`config.mk`:
```
export PLATFORM = sky130hd
export DESIGN_NAME = muldiv_seq
export DESIGN_NICKNAME = d
export VERILOG_FILES = /design/src/rtl/scrisc_pkg.sv /design/src/rtl/md_addsub.sv /design/src/rtl/muldiv_seq.sv
export SDC_FILE = /design/constraint.sdc
export NUM_CORES = 1
export LEC_CHECK = 0
export ABC_CLOCK_PERIOD_IN_PS = 4700
export CAP_MARGIN = 30
export CORE_ASPECT_RATIO = 1.5
export CORE_MARGIN = 1.5
export CORE_UTILIZATION = 54
export CTS_CLUSTER_SIZE = 25
export DETAILED_ROUTE_END_ITERATION = 10
export PLACE_DENSITY = 0.88
export SYNTH_ARGS = -nofsm -noshare
export SYNTH_HDL_FRONTEND = slang
export SYNTH_SLANG_ARGS = --single-unit
```
`constraint.sdc`:
```
create_clock -name clk -period 4.7 [get_ports clk]
set_input_delay 1.41 -clock clk [delete_from_list [all_inputs] [get_ports clk]]
set_output_delay 1.41 -clock clk [all_outputs]
set_load 0.05 [all_outputs]
```
`src/rtl/scrisc_pkg.sv`:
```
// Shared SCRISC-16 definitions used by the execute-stage multi-cycle unit:
// default datapath width, multiply/divide op codes and sequencer state encoding.
package scrisc_pkg;

  localparam int MD_WIDTH = 16;

  // op[1] selects divide, op[0] selects the "other" half (high word / remainder)
  typedef enum logic [1:0] {
    MD_MULL = 2'b00,
    MD_MULH = 2'b01,
    MD_DIVU = 2'b10,
    MD_REMU = 2'b11
  } md_op_e;

  typedef enum logic [1:0] {
    MD_IDLE = 2'b00,
    MD_RUN  = 2'b01,
    MD_DONE = 2'b10
  } md_state_e;

endpackage

```
`src/rtl/md_addsub.sv`:
```
// W-bit adder/subtractor built on a single carry chain: subtraction is
// x + ~y + 1, so the multiply add and the divide trial share one adder.
module md_addsub #(
  parameter int W = 17
) (
  input  logic [W-1:0] x,
  input  logic [W-1:0] y,
  input  logic         sub,
  output logic [W-1:0] sum
);

  // Conditional invert plus carry-in gives x+y or x-y from the same adder
  assign sum = x + (y ^ {W{sub}}) + W'(sub);

endmodule

```
`src/rtl/muldiv_seq.sv`:
```
// Iterative unsigned multiply / restoring divide sequencer. One iteration per
// cycle for WIDTH cycles; busy stalls the pipeline, done pulses for one cycle.
module muldiv_seq
  import scrisc_pkg::*;
#(
  parameter int WIDTH = MD_WIDTH
) (
  input  logic             clk,
  input  logic             rst_n,
  input  logic             start,
  input  logic [1:0]       op,
  input  logic [WIDTH-1:0] a,
  input  logic [WIDTH-1:0] b,
  output logic             busy,
  output logic             done,
  output logic [WIDTH-1:0] result,
  output logic             div_by_zero
);

  localparam int CW = $clog2(WIDTH);
  localparam logic [CW-1:0] LAST = CW'(WIDTH - 1);

  md_state_e        state_q, state_d;
  md_op_e           op_q;
  logic [WIDTH-1:0] acc_q;     // product high word, or divide remainder
  logic [WIDTH-1:0] quo_q;     // product low word, or divide quotient
  logic [WIDTH-1:0] b_q;
  logic [CW-1:0]    cnt_q;
  logic [WIDTH-1:0] result_q;
  logic             dbz_q;

  logic             accept;
  logic             dbz_start;
  logic             last_iter;

  logic [WIDTH:0]   r_sh;
  logic [WIDTH:0]   as_x, as_y, as_sum;
  logic             as_sub;
  logic [WIDTH-1:0] acc_nx, quo_nx, result_nx;

  // A start is honoured whenever the sequencer is not mid-operation
  assign accept    = start && (state_q != MD_RUN);
  assign dbz_start = accept && op[1] && (b == '0);
  assign last_iter = (state_q == MD_RUN) && (cnt_q == LAST);

  // State register
  always_ff @(posedge clk or negedge rst_n) begin
    // NOTE: sequential state is always assigned with <= so every flop samples pre-edge values.
    if (!rst_n) state_q <= MD_IDLE;
    else        state_q <= state_d;
  end

  // Next-state logic; divide by zero bypasses RUN entirely
  always_comb begin
    // NOTE: default assigned first so no path leaves state_d unassigned (no latch).
    state_d = state_q;
    unique case (state_q)
      MD_IDLE, MD_DONE: begin
        if (start)                 state_d = dbz_start ? MD_DONE : MD_RUN;
        else if (state_q == MD_DONE) state_d = MD_IDLE;
      end
      MD_RUN:  if (cnt_q == LAST) state_d = MD_DONE;
      default: state_d = MD_IDLE;
    endcase
  end

  // Operand steering into the shared adder: trial subtract for divide,
  // conditional add of the multiplier for multiply
  always_comb begin
    r_sh   = {acc_q, quo_q[WIDTH-1]};
    as_sub = 1'b0;
    as_x   = {1'b0, acc_q};
    as_y   = '0;
    if (op_q[1]) begin
      as_sub = 1'b1;
      as_x   = r_sh;
      as_y   = {1'b0, b_q};
    end else if (quo_q[0]) begin
      as_y   = {1'b0, b_q};
    end
  end

  md_addsub #(.W(WIDTH + 1)) u_addsub (
    .x   (as_x),
    .y   (as_y),
    .sub (as_sub),
    .sum (as_sum)
  );

  // One iteration: restoring-divide step or shift-add-multiply step
  always_comb begin
    acc_nx = acc_q;
    quo_nx = quo_q;
    if (op_q[1]) begin
      // Trial MSB is the sign: a non-negative trial always fits in WIDTH bits
      if (!as_sum[WIDTH]) begin
        acc_nx = as_sum[WIDTH-1:0];
        quo_nx = {quo_q[WIDTH-2:0], 1'b1};
      end else begin
        acc_nx = r_sh[WIDTH-1:0];
        quo_nx = {quo_q[WIDTH-2:0], 1'b0};
      end
    end else begin
      acc_nx = as_sum[WIDTH:1];
      quo_nx = {as_sum[0], quo_q[WIDTH-1:1]};
    end
    // op[0] picks the high word / remainder, otherwise low word / quotient
    result_nx = op_q[0] ? acc_nx : quo_nx;
  end

  // Datapath registers, counter and registered outputs
  always_ff @(posedge clk or negedge rst_n) begin
    if (!rst_n) begin
      op_q     <= MD_MULL;
      acc_q    <= '0;
      quo_q    <= '0;
      b_q      <= '0;
      cnt_q    <= '0;
      result_q <= '0;
      dbz_q    <= 1'b0;
    end else if (accept) begin
      op_q  <= md_op_e'(op);
      acc_q <= '0;
      quo_q <= a;
      b_q   <= b;
      cnt_q <= '0;
      if (dbz_start) begin
        result_q <= op[0] ? a : '1;
        dbz_q    <= 1'b1;
      end else begin
        result_q <= '0;
        dbz_q    <= 1'b0;
      end
    end else if (state_q == MD_RUN) begin
      acc_q <= acc_nx;
      quo_q <= quo_nx;
      cnt_q <= cnt_q + CW'(1);
      if (last_iter) result_q <= result_nx;
    end
  end

  assign busy        = (state_q == MD_RUN);
  assign done        = (state_q == MD_DONE);
  assign result      = result_q;
  assign div_by_zero = dbz_q;

endmodule
```
==> flow_summary.ini, run 1 <==
[floorplan]
core_um2 = 9308
initial_core_util = 0.5564
num_io_pins = 56
fp.dieArea_um2 = 10200
die_y_um = 122.9
die_w_um = 82.96
fp-row-count = 43

[sta]
setup_slack_ps = 625.2
rsz0062_at_grt = false
worst_pin_slew_ps = 886.0
fin_crit_sh = 0.8670
final_hold_viol_count = 0
finalSetupTns_ps = 0
setup_viol = 0
fmax_mhz = 245.4
fin_crit_ps = 4075
clock_skew_ps = 9.965
drv_slew = 0
maxSlewHeadroom = 0.4054

[drt]
drc = 0
wl_mm = 14.86
ant_nets = 0
routedWlPerCell_um = 19.58
via_per_inst = 6.503
via_count = 4936
drt_iter0_drc = 452
dr.pass1.iters = 5

[clocking]
cts_made_buffers = 9
cts-root-buf = clkbuf_16
htreeDepth = 3
clk_pin_slew_ps = 60
clk_path_buf_depth = 2
cts_resized = 0
insertion_delay_ps = 350
post_cts_buffers = 0
cts_tree = yes
holdBufCountCts = 0
clock-sinks = 73

[final_layout]
area.growth.synth_to_final_pct = 19.64
finish.utilization = 0.6657
drive_above_1_share = 0.1314
nets = 697
final_cell_count_no_fill = 759
antenna_cells = 0

[run_status]
outcome = complete, no violations

[place]
dp_hpwl_mm = 10.64
portBuffers = 55
dp_slack_ps = 744.2
place_congestion = 0.9459
placed_cells = 744

[worst_setup_path]
startpoint_type = flip-flop
crit_arrival_ps = 4300
crit_type = reg -> reg
crit_path_end_kind = flip-flop
worstPathRequired_ps = 4920
crit_fanout = 30

[yosys]
avgSynthCellArea_um2 = 8.675
yosysWarningCount = 0
synthesis.instances = 597
synth_flop_cell = dfrtp_1
ys_ff_latch = 73
synth-edff-count = 0
async_flop_share = 1.000
synth_area_um2 = 5179
yosysUniqueCellTypes = 56
ys_seq_area_frac = 0.3527
synth_nets = 651

[global_route]
grt-ovfl-total = 0
grt_max_degree = 62
grt_pass1_vias = 4862
antenna_found_initial = 0
grt_use_total = 0.2951
grt_pass1_wl_mm = 23.99

[flow_run]
maxCapViolations = 0

[worst_hold_path]
worstHoldPathType = reg -> reg
-- critical path: stages, from the launching register on --
cell and delay (ps):
dfrtp_2 660, buf_4 350, mux2_2 370, ha_1 370
nor2b_1 180, o31a_1 310, o21ba_4 270, a21bo_4 260
xnor2_4 470, mux2i_1 180, a2111oi_1 420, nor2_1 90
-- cells in the mapped netlist, types with 9 or more instances --
cell | n | area, µm²
ha_1 | 16 | 200.2
a21oi_1 | 49 | 245.2
dfrtp_1 | 73 | 1827
mux2_2 | 41 | 461.7
a31oi_1 | 12 | 75.07
clkbuf_1 | 31 | 116.4
inv_1 | 14 | 52.55
nor2_1 | 48 | 180.2
a211oi_1 | 13 | 97.59
nand2_1 | 59 | 221.5
xnor2_1 | 9 | 78.83
mux2i_1 | 25 | 250.2
o21ai_0 | 61 | 305.3
nand3_1 | 16 | 80.08
-- metal layers --
| layer | wire [µm] | global-route usage | vias up |
|---|---|---|---|
| met5 | 0 | 0 | - |
| met4 | 513 | 0.1417 | 0 |
| met3 | 836 | 0.05007 | 43 |
| met2 | 7763 | 0.5407 | 233 |
| met1 | 5749 | 0.3336 | 2366 |
| li1 | - | - | 2294 |
-- metrics by stage --
stage,instance area [µm²],hold WS [ps]
3_3_place_gp,5831,466.0
6_report,6196,485.6
2_1_floorplan,5179,478.6
3_5_place_dp,5838,483.6
4_1_cts,6196,495.3
5_1_grt,6196,542.7
-- placed cells by master, fill, tap and decap left out, drive strengths merged, types with 5 or more instances in the layout --
| master | n |
|---|---|
| inv | 15 |
| a211oi | 13 |
| xnor2 | 11 |
| a31oi | 12 |
| o21ai | 64 |
| mux2 | 41 |
| nor2b | 8 |
| nor3 | 7 |
| nand2 | 59 |
| o31ai | 8 |
| o211ai | 7 |
| and3 | 8 |
| nor2 | 48 |
| nand4 | 7 |
| mux2i | 25 |
| dfrtp | 73 |
| buf | 16 |
| clkbuf | 10 |
| nand3 | 16 |
| nand2b | 7 |
| a21o | 5 |
| clkdlybuf4s50 | 54 |
| a21oi | 49 |
| ha | 16 |
-- state kept, by name (all words and copies together) (netlist names) --
register     count
result          16
div_by_zero      1
cnt_q            4
op_q             2
state_q          2
b_q             16
acc_q           16
quo_q           16
-- path summary, 6_finish.rpt --
| check | startpoint | end | slack [ps] | cells past startpoint |
|---|---|---|---|---|
| setup reg to reg | op_q[1] | result[1] | 630 | 11 |
| hold / removal | result[4] | result[4] | 490 | 2 |
| max in group asynchronous | rst_n | op_q[1] | 2560 | 2 |
| min in group asynchronous | rst_n | quo_q[3] | 1010 | 1 |
| setup / recovery | op_q[1] | result[1] | 630 | 11 |
| hold reg to reg | result[4] | result[4] | 490 | 2 |
-- area by class of cell --
type	instances	area [µm²]
Inverter	15	56.30
Clock inverter	5	128.9
Clock buffer	10	229.0
Tap cell	112	140.1
Fill cell	764	3112
Multi-Input combinational cell	474	3156
Timing Repair Buffer	70	658.1
Sequential cell	73	1828
-- cells by family after synthesis --
kind of cell / after synthesis / share of synthesized area
compound gates: 196 / 0.2365
xor+xnor: 15 / 0.03044
fa+ha+maj: 17 / 0.04252
buf+inv: 50 / 0.03841
flops: 73 / 0.3527
mux: 66 / 0.1375
simple gates: 180 / 0.1619
Power of run 1 is left out: the tool's default activity adds up to more than one toggle a clock period on the data nets, which glitch-free logic cannot reach.
==> run 2, diff against run 1 <==
--- a/config.mk
+++ b/config.mk
@@ -15,4 +15,5 @@
 export PLACE_DENSITY = 0.88
 export SYNTH_ARGS = -nofsm -noshare
 export SYNTH_HDL_FRONTEND = slang
+export SYNTH_HIERARCHICAL = 1
 export SYNTH_SLANG_ARGS = --single-unit
==> constraint.sdc (replaced) <==
create_clock -name clk -period 4.7 [get_ports clk]
set_input_delay 0.94 -clock clk [delete_from_list [all_inputs] [get_ports clk]]
set_output_delay 0.94 -clock clk [all_outputs]
set_load 0.05 [all_outputs]
==> flow_summary.ini, run 2 <==
[floorplan]
fp.dieArea_um2 = 10260
initial_core_util = 0.5598
num_io_pins = 56
core_um2 = 9308
die_y_um = 123.3
die_w_um = 83.20
fp-row-count = 43

[final_layout]
fill_cells = 705
nets = 614
drive_above_1_share = 0.1699
final_cell_mix = 72 x dfrtp_1, 56 x mux2_2, 54 x clkdlybuf4s50_1, 44 x o21ai_0, 32 x mux2i_1
final_cell_count_no_fill = 677
finish.utilization = 0.6489
mostFrequentLayoutCell = dfrtp_1
antenna_cells = 0
area.growth.synth_to_final_pct = 15.92

[yosys]
synth_most_common_cell = dfrtp_1
synth_flop_cell = dfrtp_1
yosysUniqueCellTypes = 63
synth-edff-count = 0
synthesis.instances = 524
synth_top_area_share = 0.3506
synth_nets = 578
ys_seq_area_frac = 0.3506
yosys-top-cells-count = 73 x dfrtp_1, 56 x mux2_2, 44 x o21ai_0
ys_ff_latch = 73
yosys.area.top_type = dfrtp_1
avgSynthCellArea_um2 = 9.943
ys_top_cells_by_area = dfrtp_1 35%, mux2_2 12%, mux2i_1 6.1%
yosysWarningCount = 6
async_flop_share = 1.000
synth_area_um2 = 5210

[sta]
setup_slack_ps = 209.3
final_hold_viol_count = 0
setup_viol = 0
worst_pin_slew_ps = 1045
fin_crit_sh = 0.9555
fmax_mhz = 222.7
maxSlewHeadroom = 0.3031
fin_crit_ps = 4491
clock_skew_ps = 7.234
finalSetupTns_ps = 0
rsz0062_at_grt = false
drv_slew = 0

[global_route]
grt-ovfl-total = 0
antenna_found_initial = 0
grt_use_total = 0.2490
grt_pass1_wl_mm = 20.74
grt_pass1_vias = 4247
grt_max_degree = 71

[drt]
via_per_inst = 6.287
routedWlPerCell_um = 18.32
ant_nets = 0
wl_mm = 12.40
drc = 0
via_count = 4256
drt_iter0_drc = 426
dr.pass1.iters = 5

[clocking]
post_cts_buffers = 0
insertion_delay_ps = 340
clk_pin_slew_ps = 60
htreeDepth = 3
clock-sinks = 73
clk_path_buf_depth = 2
holdBufCountCts = 0
cts-root-buf = clkbuf_16
cts_made_buffers = 9
cts_tree = yes

[run_status]
outcome = complete, no violations

[worst_setup_path]
worstRegToRegCells = 14
path_common_cell = mux2i_1
startpoint_type = flip-flop
critical_path.top_delay_family = compound AO/OA/AOI/OAI gates
crit_arrival_ps = 4710
crit_path_end_kind = flip-flop
crit_buf_inv = 1
crit_fanout = 70
reg2reg_from = op_q[1]
critical-path-slowest-cell = a32o_2
worstPathRequired_ps = 4920
crit_type = reg -> reg
crit_chain = buf_16 > mux2_2 > mux2i_1 > fa_1 > nor2b_4 > o31a_1 > a41oi_2 > a31oi_2 > or3_1 > a32o_2 > mux2_4 > mux2i_1 > a211oi_1 > a221o_1
r2r_end = result[10]
slowest_delay_ps = 440
ff2ff_setup_slack_ps = 210

[flow_run]
maxCapViolations = 0

[place]
portBuffers = 55
placed_cells = 661
dp_hpwl_mm = 8.759
place_congestion = 0.9759
dp_slack_ps = 86.53

[worst_hold_path]
hold_end = div_by_zero
worstHoldPathType = reg -> reg
min_from = div_by_zero
hold_path_depth = 1
[run 2: cell count changes after synthesis, sizes merged, moves of 14 or more]
cell,change
a221o,+14
a21oi,-36
buf,+15
clkbuf,-16
nand2,-27
nor2,-22
o21ai,-17
mux2,+22
xor2,+18
[run 2: kinds of logic (layout without fill, tap and decap cells)]
kind of cell | Yosys count | count (layout) | synth area share
AOI/OAI and AO/OA | 119 | 119 | 0.1563
xor gates and xnor gates | 29 | 29 | 0.04875
adders and majority gates | 17 | 17 | 0.04227
buffers and inverters | 44 | 85 | 0.04683
DFF | 73 | 73 | 0.3506
muxes | 96 | 96 | 0.2070
other | 1 | 1 | 0.0007198
and+or+nand+nor | 145 | 145 | 0.1475
[run 2: per-stage QoR]
step / hold slack (ps) / instance area [µm²]
2_1_floorplan: 450.0 / 5210
3_3_place_gp: 463.5 / 5733
3_5_place_dp: 474.7 / 5733
5_1_grt: 504.9 / 6040
6_report: 485.4 / 6040
4_1_cts: 487.3 / 6031
[run 2: worst reg2reg max path, stage by stage, from the launching register on]
cell and delay (ps):
dfrtp_2 390, buf_16 330, mux2_2 400, mux2i_1 310, fa_1 330, nor2b_4 60
o31a_1 290, a41oi_2 230, a31oi_2 160, or3_1 380, a32o_2 440, mux2_4 350
mux2i_1 280, a211oi_1 120, a221o_1 310
[run 2: final cells by class]
type                    instances  area, µm²  area share
well taps                     112      140.1     0.02320
inverters                      10      37.54    0.006215
flip-flops and latches         73       1828      0.3027
repair buffers                 59      595.6     0.09861
clock inverters                 5      55.05    0.009115
clock buffers                  11      242.7     0.04019
multi-input cells             407       3141      0.5200
[run 2: how the worst max path moves through the flow]
stage             from  cells past startpoint  slack [ps]         end
6_report       op_q[1]                     14         210  result[10]
4_1_cts        op_q[1]                     14          40  result[10]
3_3_place_gp   op_q[1]                     14         160  result[11]
3_5_place_dp   op_q[1]                     14          90  result[10]
2_1_floorplan  op_q[1]                     19         420  result[14]
5_1_grt        op_q[1]                     14          10  result[10]
[run 2: repair_timing]
item,in CTS,in global routing
gates resized for setup,0,2
endpoints found under the setup margin,0,16
hold endpoints to repair,0,0
[run 2: per-layer routing]
| metal | global-route usage | wire length, µm | vias to the layer above |
|---|---|---|---|
| met5 | 0 | 0 | - |
| met4 | 0.09688 | 238 | 0 |
| met3 | 0.04406 | 565 | 27 |
| met2 | 0.4492 | 6524 | 156 |
| met1 | 0.2955 | 5071 | 2083 |
| li1 | - | - | 1990 |
Power of run 2 is left out for the same reason.
==> RTL change 1 (settings of run 1) <==
The 3 states of `md_state_e` get a one-hot encoding in 3 bits.
--- a/src/rtl/scrisc_pkg.sv
+++ b/src/rtl/scrisc_pkg.sv
@@ -12,10 +12,10 @@
     MD_REMU = 2'b11
   } md_op_e;
 
-  typedef enum logic [1:0] {
-    MD_IDLE = 2'b00,
-    MD_RUN  = 2'b01,
-    MD_DONE = 2'b10
+  typedef enum logic [2:0] {
+    MD_IDLE = 3'b001,
+    MD_RUN  = 3'b010,
+    MD_DONE = 3'b100
   } md_state_e;
 
 endpackage
Check against the original RTL: no difference found for any inputs over 10 cycles, from zero or initial values and one cycle with rst_n low; not proved beyond that.
==> RTL change 1 against run 1 <==
- synthesized area is 1.7% higher
- clock skew shrank 0.0011 ns
- cell area decreased by 0.10%
- sequential cell count is 1 higher
- critical endpoint is now acc_q[6]
- cell count up 0.13%
- worst setup slack got worse by 0.017 ns
- routed wire length is 1.0% lower
- count of clock-buffer cells in the layout unchanged
==> RTL change 1: results <==
group,metric,value,unit
floorplan,placementRows,44,
global_route,grtUsageTotal,0.290,
placed_design,io_buffer_count,55,
pwr,p_leak,2.61,nW
setup_path,arrival,4.32,ns
outcome,status,"complete, no violations",
clocking,max-clock-path-buffers,2,
clocking,cts_resized,0,
detailed_routing,viasPerCell,6.52,
setup_path,critPathMaxStageDelay,0.72,ns
final_layout,final_nets,694,
global_route,grt_max_degree,75,
logic_synthesis,async_flop_share,1.00,
global_route,grt_pass1_vias,4939,
clocking,clk_pin_slew,0.06,ns
clocking,cts_buffers,9,
placed_design,pre_cts_slack,0.698,ns
logic_synthesis,synth.distinct_cells,67,
global_route,antenna_found_initial,0,
final_layout,inverters,14,
min_path,min_path_type,"register to register",
final_layout,drive_above_1_share,0.124,
placed_design,hpwl,10600,um
placed_design,dp_cells,744,
final_layout,diodes,0,
placed_design,dpl_cell_area,0.00587,mm2
logic_synthesis,synth.area.top_cells,"dfrtp_1, mux2_2, nand2_1",
final_layout,buffers,66,
placed_design,place_congestion,0.967,
logic_synthesis,ys_seq_elements,74,
global_route,grt_pass1_wl,23800,um
final_layout,fillers,802,
clocking,cts_root_buffer,"clkbuf_16",
logic_synthesis,synth.top_cells.by_count,"dfrtp_1, nand2_1, o21ai_0, nor2_1, mux2_2",
final_layout,buf_share,0.102,
final_layout,comb.multi_input.count,475,
min_path,hold_depth,1,
final_layout,multi_input_area,0.00319,mm2
final_layout,clkCellAreaFrac,0.0515,
logic_synthesis,synth_fp_nets,660,
logic_synthesis,synth.yosys.warnings,0,
setup_path,crit_fanout,32,
clocking,insertion_delay,0.34,ns
final_layout,post-route-cell-area,0.00619,mm2
pwr,ir_worst_vdd,0.420,mV
logic_synthesis,ys_seq_area_frac,0.352,
sta,skew,0.00889,ns
logic_synthesis,syn_area_per_cell,8.69,um2
setup_path,r2r_cells,13,
detailed_routing,route.detailed.wl_per_inst,19.4,um
final_layout,sh_seq_area,0.300,
detailed_routing,dr.pass1.iters,5,
setup_path,crit_family,"compound AO/OA/AOI/OAI gates",
clocking,cts_setup_buffers,0,
final_layout,finalNonFillerCells,760,
sta,slew_headroom,0.368,
detailed_routing,detail_route.iter0.violations,553,
clocking,htreeDepth,3,
## RTL change 1: cell count changes after synthesis, moves of 6 or more
cell and change:
nor2_1 -7, and3_1 +6, o21ai_0 -7, nand2_1 +14, a21oi_1 -15, a31oi_1 -10
## RTL change 1: cell families (layout without fill, tap and decap cells)
kind of cell,count (synthesis),in the layout,synth area share
AND/OR/NAND/NOR,195,195,0.177
AO/OA/AOI/OAI,184,184,0.229
flip-flops,74,74,0.352
multiplexers,63,63,0.129
buffers and inverters,57,96,0.0435
adder cells (fa/ha/maj),17,17,0.0418
XOR/XNOR,16,16,0.0280
## RTL change 1: path summary, 6_finish.rpt
kind                                  start  slack (ns)          end
min in group asynchronous             rst_n        1.20       b_q[2]
worst max register to register      op_q[1]        0.61     acc_q[6]
worst min-delay path            div_by_zero        0.48  div_by_zero
worst max-delay path                op_q[1]        0.61     acc_q[6]
max in group asynchronous             rst_n        2.86      op_q[1]
worst min register to register  div_by_zero        0.48  div_by_zero
## RTL change 1: power breakdown
| group | total, mW | internal (mW) | switching (mW) | leakage [nW] |
|---|---|---|---|---|
| Sequential | 1.09 | 0.850 | 0.242 | 0.929 |
| Clock | 0.752 | 0.467 | 0.285 | 0.153 |
| Combinational | 2.00 | 0.795 | 1.21 | 1.53 |
| Total | 3.84 | 2.11 | 1.73 | 2.61 |
## RTL change 1: per-layer routing
metal	global-route usage	share of wire	vias to the layer above
met5	0	0	-
met4	0.157	0.040	0
met3	0.0451	0.065	52
met2	0.508	0.51	255
met1	0.343	0.39	2351
li1	-	-	2300
==> RTL change 2 (flow settings as in run 1) <==
Without the edit above. The package constant `MD_WIDTH` goes from 16 to 32.
--- a/src/rtl/scrisc_pkg.sv
+++ b/src/rtl/scrisc_pkg.sv
@@ -2,7 +2,7 @@
 // default datapath width, multiply/divide op codes and sequencer state encoding.
 package scrisc_pkg;
 
-  localparam int MD_WIDTH = 16;
+  localparam int MD_WIDTH = 32;
 
   // op[1] selects divide, op[0] selects the "other" half (high word / remainder)
   typedef enum logic [1:0] {
Interface: changed (resized a, b and result); port bits go from 56 to 104. The function was not compared with the original's and may differ.
==> RTL change 2 against run 1 <==
- sequential cell count grew 65
- synthesized area grew 91%
- critical path depth grew 3
- synthesized cell count grew 99%
- cell area grew 89%
- worst setup slack lost 0.42 ns
- routed wire length grew 99%
- non-clock buffer count grew 64
- die area grew 88%
- cell count grew 95%
- critical endpoint is now result[9]
Power is left out: the tool's default activity adds up to more than one toggle a clock period on the data nets, which glitch-free logic cannot reach.
==> RTL change 2: results <==
group,metric,value,unit
detailed_routing,dr_wl_met2,14300,um
setup_path,crit_fanout,46,
clocking,cts_buffers,17,
outcome,status,"complete, no violations",
detailed_routing,dr.pass1.iters,6,
clocking,cts_setup_buffers,0,
logic_synthesis,synth.distinct_cells,72,
global_route,met3_usage,0.0512,
detailed_routing,route.detailed.wl_per_inst,20.0,um
global_route,grt_pass1_vias,9653,
detailed_routing,vias,9458,
detailed_routing,detail_route.iter0.violations,945,
global_route,grtUsageTotal,0.314,
global_route,grt_util_met2,0.523,
final_layout,drive_above_1_share,0.119,
sta,slew_headroom,0.390,
detailed_routing,wl_met1,11800,um
final_layout,finalNonFillerCells,1479,
logic_synthesis,ys_seq_area_frac,0.348,
setup_path,critPathMaxStageDelay,0.50,ns
final_layout,fillers,1384,
logic_synthesis,synth.area.top_cells,"dfrtp_1, nand2_1, mux2_2",
global_route,grt_max_degree,97,
setup_path,arrival,4.81,ns
placed_design,io_buffer_count,103,
placed_design,dp_cells,1448,
logic_synthesis,synth.top_cells.by_count,"nand2_1, dfrtp_1, o21ai_0, a21oi_1, clkbuf_1",
setup_path,r2r_cells,14,
placed_design,place_congestion,0.953,
detailed_routing,top_layer,"met4",
clocking,insertion_delay,0.43,ns
logic_synthesis,synth.yosys.warnings,0,
clocking,htreeDepth,4,
setup_path,critPathSlowestCell,"a2111oi_4",
logic_synthesis,synth_fp_nets,1289,
clocking,max-clock-path-buffers,2,
sta,skew,0.0108,ns
placed_design,pre_cts_slack,0.229,ns
global_route,grt_pass1_wl,48400,um
detailed_routing,wl_met3,2250,um
final_layout,area_delta_synth_final,18.2,%
==> RTL change 2: kinds of logic after synthesis <==
kind of cell	Yosys count	synth area share
xor+xnor	28	0.0247
flops	138	0.348
simple gates	373	0.177
mux	118	0.127
compound gates	364	0.224
buf+inv	131	0.0544
fa+ha+maj	34	0.0437
==> RTL change 2: path summary, 6_finish.rpt <==
kind,start,to,slack (ns)
max in group asynchronous,rst_n,result[26],2.69
max reg2reg,op_q[1],result[9],0.21
min,b_q[23],b_q[23],0.50
min reg2reg,b_q[23],b_q[23],0.50
min in group asynchronous,rst_n,cnt_q[1],1.08
max,op_q[1],result[9],0.21
==> RTL change 2: final cells by class <==
type	count	area (um2)	share of cell area
clock buffers	17	425	0.0363
inverters	42	158	0.0134
clock inverters	14	195	0.0166
flip-flops and latches	138	3460	0.295
repair buffers	134	1290	0.110
well taps	217	272	0.0232
multi-input cells	917	5930	0.506
